**src/rtl/product_accumulator_if.sv**
```systemverilog
// Product-in / result-out bundle between the multiplier and the accumulator.
interface product_accumulator_if #(
    parameter int unsigned PROD_W = 8,
    parameter int unsigned ACC_W  = 12,
    parameter int unsigned CNT_W  = 4
);
    logic              start;
    logic [CNT_W-1:0]  num_terms;
    logic              prod_valid;
    logic [PROD_W-1:0] prod_data;
    logic              prod_ready;
    logic              acc_valid;
    logic [ACC_W-1:0]  acc_data;
    logic              acc_ready;
    logic              overflow;
    logic              busy;

    // Job source / result consumer side
    modport master (
        output start, num_terms, prod_valid, prod_data, acc_ready,
        input  prod_ready, acc_valid, acc_data, overflow, busy
    );

    // Accumulator side
    modport slave (
        input  start, num_terms, prod_valid, prod_data, acc_ready,
        output prod_ready, acc_valid, acc_data, overflow, busy
    );
endinterface

```
**src/rtl/product_accumulator.sv**
```systemverilog
// Sums a programmed number of multiplier products and holds the total until taken.
module product_accumulator #(
    parameter int unsigned PROD_W = 8,
    parameter int unsigned ACC_W  = 12,
    parameter int unsigned CNT_W  = 4
) (
    input  logic                 clk,
    input  logic                 rst,
    product_accumulator_if.slave bus
);
    // One extra bit catches the carry out of the accumulator.
    localparam int unsigned SUM_W = ACC_W + 1;

    typedef enum logic [1:0] {
        IDLE  = 2'd0,
        ACCUM = 2'd1,
        HOLD  = 2'd2
    } state_t;

    state_t            state_q;
    logic [ACC_W-1:0]  acc_q;
    logic [CNT_W-1:0]  remaining_q;
    logic              overflow_q;
    logic              prod_ready_q;
    logic              acc_valid_q;
    logic              busy_q;
    logic [SUM_W-1:0]  sum_c;

    // Widened add so the carry-out is visible for the sticky overflow flag.
    assign sum_c = {1'b0, acc_q} + SUM_W'(bus.prod_data);

    // Job FSM; handshake flags are registered alongside the state they decode.
    always_ff @(posedge clk) begin
        if (rst) begin
            state_q      <= IDLE;
            acc_q        <= '0;
            remaining_q  <= '0;
            overflow_q   <= 1'b0;
            prod_ready_q <= 1'b0;
            acc_valid_q  <= 1'b0;
            busy_q       <= 1'b0;
        end else begin
            case (state_q)
                IDLE: begin
                    if (bus.start) begin
                        acc_q       <= '0;
                        overflow_q  <= 1'b0;
                        remaining_q <= bus.num_terms;
                        busy_q      <= 1'b1;
                        if (bus.num_terms == '0) begin
                            state_q     <= HOLD;
                            acc_valid_q <= 1'b1;
                        end else begin
                            state_q      <= ACCUM;
                            prod_ready_q <= 1'b1;
                        end
                    end
                end
                ACCUM: begin
                    if (bus.prod_valid && prod_ready_q) begin
                        acc_q       <= sum_c[ACC_W-1:0];
                        overflow_q  <= overflow_q | sum_c[ACC_W];
                        remaining_q <= remaining_q - CNT_W'(1);
                        if (remaining_q == CNT_W'(1)) begin
                            state_q      <= HOLD;
                            prod_ready_q <= 1'b0;
                            acc_valid_q  <= 1'b1;
                        end
                    end
                end
                HOLD: begin
                    // A start in this cycle is dropped; the next job needs IDLE first.
                    if (bus.acc_ready) begin
                        state_q     <= IDLE;
                        acc_valid_q <= 1'b0;
                        busy_q      <= 1'b0;
                    end
                end
                default: begin
                    state_q      <= IDLE;
                    prod_ready_q <= 1'b0;
                    acc_valid_q  <= 1'b0;
                    busy_q       <= 1'b0;
                end
            endcase
        end
    end

    assign bus.prod_ready = prod_ready_q;
    assign bus.acc_valid  = acc_valid_q;
    assign bus.acc_data   = acc_q;
    assign bus.overflow   = overflow_q;
    assign bus.busy       = busy_q;

endmodule

```
**src/flat_wrapper.sv**
```systemverilog
// flat-port wrapper written by rule: the top's interface ports become plain ports
module product_accumulator_flat 
#(
    parameter int unsigned PROD_W = 8,
    parameter int unsigned ACC_W  = 12,
    parameter int unsigned CNT_W  = 4
)
  (clk, rst, bus_start, bus_num_terms, bus_prod_valid, bus_prod_data, bus_acc_ready, bus_prod_ready, bus_acc_valid, bus_acc_data, bus_overflow, bus_busy);
  product_accumulator_if #(.PROD_W(PROD_W), .ACC_W(ACC_W), .CNT_W(CNT_W)) bus_i ();
  input  logic clk;
  input  logic rst;
  input wire logic [$bits(bus_i.start)-1:0] bus_start;
  input wire logic [$bits(bus_i.num_terms)-1:0] bus_num_terms;
  input wire logic [$bits(bus_i.prod_valid)-1:0] bus_prod_valid;
  input wire logic [$bits(bus_i.prod_data)-1:0] bus_prod_data;
  input wire logic [$bits(bus_i.acc_ready)-1:0] bus_acc_ready;
  output wire logic [$bits(bus_i.prod_ready)-1:0] bus_prod_ready;
  output wire logic [$bits(bus_i.acc_valid)-1:0] bus_acc_valid;
  output wire logic [$bits(bus_i.acc_data)-1:0] bus_acc_data;
  output wire logic [$bits(bus_i.overflow)-1:0] bus_overflow;
  output wire logic [$bits(bus_i.busy)-1:0] bus_busy;
  assign bus_i.start = bus_start;
  assign bus_i.num_terms = bus_num_terms;
  assign bus_i.prod_valid = bus_prod_valid;
  assign bus_i.prod_data = bus_prod_data;
  assign bus_i.acc_ready = bus_acc_ready;
  assign bus_prod_ready = bus_i.prod_ready;
  assign bus_acc_valid = bus_i.acc_valid;
  assign bus_acc_data = bus_i.acc_data;
  assign bus_overflow = bus_i.overflow;
  assign bus_busy = bus_i.busy;
  product_accumulator #(.PROD_W(PROD_W), .ACC_W(ACC_W), .CNT_W(CNT_W)) u_core (.clk(clk), .rst(rst), .bus(bus_i));
endmodule
```
**config.mk**
```make
export PLATFORM = sky130hd
export DESIGN_NAME = product_accumulator_flat
export DESIGN_NICKNAME = d
export VERILOG_FILES = /design/src/rtl/product_accumulator_if.sv /design/src/rtl/product_accumulator.sv /design/src/flat_wrapper.sv
export SDC_FILE = /design/constraint.sdc
export NUM_CORES = 1
export LEC_CHECK = 0
export CORE_ASPECT_RATIO = 1.25
export CORE_MARGIN = 10
export CORE_UTILIZATION = 49
export DETAILED_ROUTE_END_ITERATION = 10
export PLACE_DENSITY = 0.81
export SYNTH_ARGS = -nofsm -noshare
export SYNTH_HDL_FRONTEND = slang
export SYNTH_SLANG_ARGS = --single-unit
```
**constraint.sdc**
```tcl
create_clock -name clk -period 2.67 [get_ports clk]
set_clock_uncertainty 0.2 [all_clocks]
set_input_delay 0.6675 -clock clk [delete_from_list [all_inputs] [get_ports clk]]
set_output_delay 0.6675 -clock clk [all_outputs]
set_load 0.01 [all_outputs]
```
==> impl_metrics.yaml <==
logic_synthesis:
  ys_warn_count: 0
  postSynthCellCount: 164
  async_reset_ff_share_pct: 0
  syn-cell-area_mm2: 0.00136
  syn_avg_cell_area_um2: 8.29
  synth_ff_type: "dfxtp_1"
  synth.largest_area_cell: "dfxtp_1"
  synth_common_cells: "dfxtp_1 (22), a21oi_1 (19), nand2_1 (17)"
  yosysUniqueCellTypes: 43
  synth-edff-count: 0
  synth_top_area_share_pct: 32.4
  ys_seq_area_share_pct: 32.4
  ys_seq_elements: 22
  netlist_top_cells_area: "dfxtp_1 (32%), ha_1 (9.2%), a21oi_1 (7.0%), nand2_1 (4.7%), o21ai_0 (4.4%)"
  synth.net_count: 192
  yosysMostFrequentCell: "dfxtp_1"
clocking:
  cts_setup_buffers: 0
  post_cts_resized: 0
  cts_tree: "built"
  cts.clk_slew.worst_paths_ns: 0.13
  postCtsHoldBufs: 0
  root_buffer: "clkbuf_4"
  clockBufferDepth: 2
  clock_latency_ns: 0.31
  cts_buffers: 3
  cts_sinks: 22
  cts_max_level: 1
timing:
  rsz0062_at_grt: "false"
  worst_pin_slew_ns: 0.588
  relSlewSlack_pct: 60.4
  fmax_mhz: 403
  setup_violations: 0
  final.min_clock_period_ns: 2.48
  fin_crit_sh_pct: 92.9
  finalHoldViolations: 0
  finalMaxSlewViolations: 0
route:
  routed_via_density: 5.69
  final_antenna_net_count: 0
  num_vias: 1355
  drtIter0Drc: 45
  routed_wl_mm: 3.60
  post_drt_wl_per_cell_um: 15.1
  drc: 0
  drt_first_pass_iters: 4
floorplanning:
  num_rows: 21
  start_util_pct: 50.7
  core_area_mm2: 0.00268
  fp.dieH_um: 78.9
  ioPinCount: 33
  die_x_um: 67.1
  dieArea_mm2: 0.00529
global_routing:
  grt_pass1_vias: 1350
  gr-total-overflow: 0
  grt_start_max_net_pins: 18
  grt_pass1_wl_mm: 5.94
  track_usage_pct: 13.7
  grt_antenna_before_repair: 0
worst_setup_path:
  slowest_stage: "clkdlybuf4s50_1"
  path_cells: "clkdlybuf4s50_1, ha_1, fa_1, a211oi_1, o211ai_1, nand2_1, nor3b_1, o21a_1"
  cp-end-kind: "flip-flop"
  critPathBufInv: 1
  arrival_ns: 2.51
  critPathTopFamily: "compound AO/OA/AOI/OAI gates"
  required_ns: 2.70
  critPathKind: "in -> reg"
  cp_max_fo: 3
  startpoint_type: "input port"
  max_stage_delay_ns: 0.40
power:
  p_leak_nw: 0.732
  vdd_drop_max_v: 0.000289
  power.density_mw_per_mm2: 445
min_path:
  hp-class: "reg -> reg"
layout:
  fin_area_mm2: 0.00181
  num-fill-cells: 244
  antenna_cells: 0
  fin_nets: 233
  drive_gt1_share_pct: 9.31
  final_core_util_pct: 67.5
  area_growth_pct: 33.1
placed_design:
  port_buffers: 32
  place.gp.congestion: 0.878
  placed_area_mm2: 0.00176
  hpwlAfterDp_mm: 2.89
job:
  maxCapViolCount: 0
outcome:
  outcome: "finished, final reports clean"
-- layout make-up --
type	instances	area (um2)	share of cell area [%]
Clock buffer	3	22.5	1.24
Clock inverter	1	30.0	1.66
Inverter	4	15.0	0.830
Multi-Input combinational cell	132	863	47.7
Sequential cell	22	440	24.3
Tap cell	34	42.5	2.35
Timing Repair Buffer	42	395	21.9
-- layer usage --
metal / part of all wire [%] / global-route usage [%] / up-vias
met2: 53 / 26.1 / 33
met1: 40 / 14.2 / 636
met4: 1.4 / 4.32 / 0
met5: 0 / 0 / -
met3: 5.4 / 2.95 / 6
li1: - / - / 680
-- cells in the final DEF (no fill, tap or decap), drive strengths merged, types with 2 or more instances in the layout --
cell,count
clkbuf,3
o211ai,5
a211oi,4
nand2b,2
nand2,17
nand4b,2
ha,10
o21ai,12
xor2,2
buf,10
a21o,2
a21oi,19
nand3b,2
nor2,15
xnor2,2
nand3,5
or3,2
nor4,3
a22oi,2
nor3b,3
nor2b,3
a31oi,2
dfxtp,22
inv,4
clkdlybuf4s50,32
nor3,4
-- flip-flops by register name (all words and copies together) (netlist names) --
signal	cells
u_core.remaining_q	4
u_core.bus.acc_valid	1
u_core.bus.acc_data	12
u_core.bus.prod_ready	1
u_core.bus.overflow	1
u_core.bus.busy	1
u_core.state_q	2
-- cell families (layout without fill, tap and decap cells) --
| kind of cell | Yosys count | count (layout) | share of synthesized area, % |
|---|---|---|---|
| DFF | 22 | 22 | 32.4 |
| AOI/OAI and AO/OA | 51 | 51 | 22.7 |
| buffers and inverters | 10 | 50 | 4.05 |
| adders and majority gates | 11 | 11 | 10.7 |
| xor gates and xnor gates | 4 | 4 | 2.58 |
| muxes | 1 | 1 | 0.737 |
| and+or+nand+nor | 65 | 65 | 26.8 |
-- metrics by stage --
step           power, mW  cells  setup slack [ns]  setup TNS [ns]  hold WS, ns
2_1_floorplan      0.473    164             0.355               0        0.245
3_3_place_gp       0.541    234           -0.0910          -0.442        0.253
3_5_place_dp       0.549    234            -0.137          -0.836        0.272
4_1_cts            0.808    238             0.211               0        0.291
5_1_grt            0.845    238            0.0329               0        0.307
6_report           0.805    238             0.189               0        0.292
-- worst reg2reg max path: stages (launching register included) --
cell,delay [ns]
dfxtp_1,0.35
ha_1,0.23
fa_1,0.39
a211oi_1,0.27
o211ai_1,0.18
nand2_1,0.15
nor3b_1,0.07
o21a_1,0.16
-- path summary, 6_finish.rpt --
check,cells after the start,end,slack [ns],start
min,2,u_core.bus.acc_data[0]$_SDFFE_PP0P_,0.29,u_core.bus.acc_data[0]$_SDFFE_PP0P_
min reg2reg,2,u_core.bus.acc_data[0]$_SDFFE_PP0P_,0.29,u_core.bus.acc_data[0]$_SDFFE_PP0P_
max reg2reg,7,u_core.bus.overflow$_SDFFE_PP0P_,0.58,u_core.bus.acc_data[0]$_SDFFE_PP0P_
max,8,u_core.bus.overflow$_SDFFE_PP0P_,0.19,bus_prod_data[0]
-- where the power goes --
part | switching [mW] | total [mW] | leakage, nW | internal [mW]
Combinational | 0.0878 | 0.179 | 0.525 | 0.0915
Clock | 0.111 | 0.263 | 0.0279 | 0.152
Sequential | 0.0188 | 0.362 | 0.179 | 0.344
Note: power is estimated with default switching activity, not from simulation.
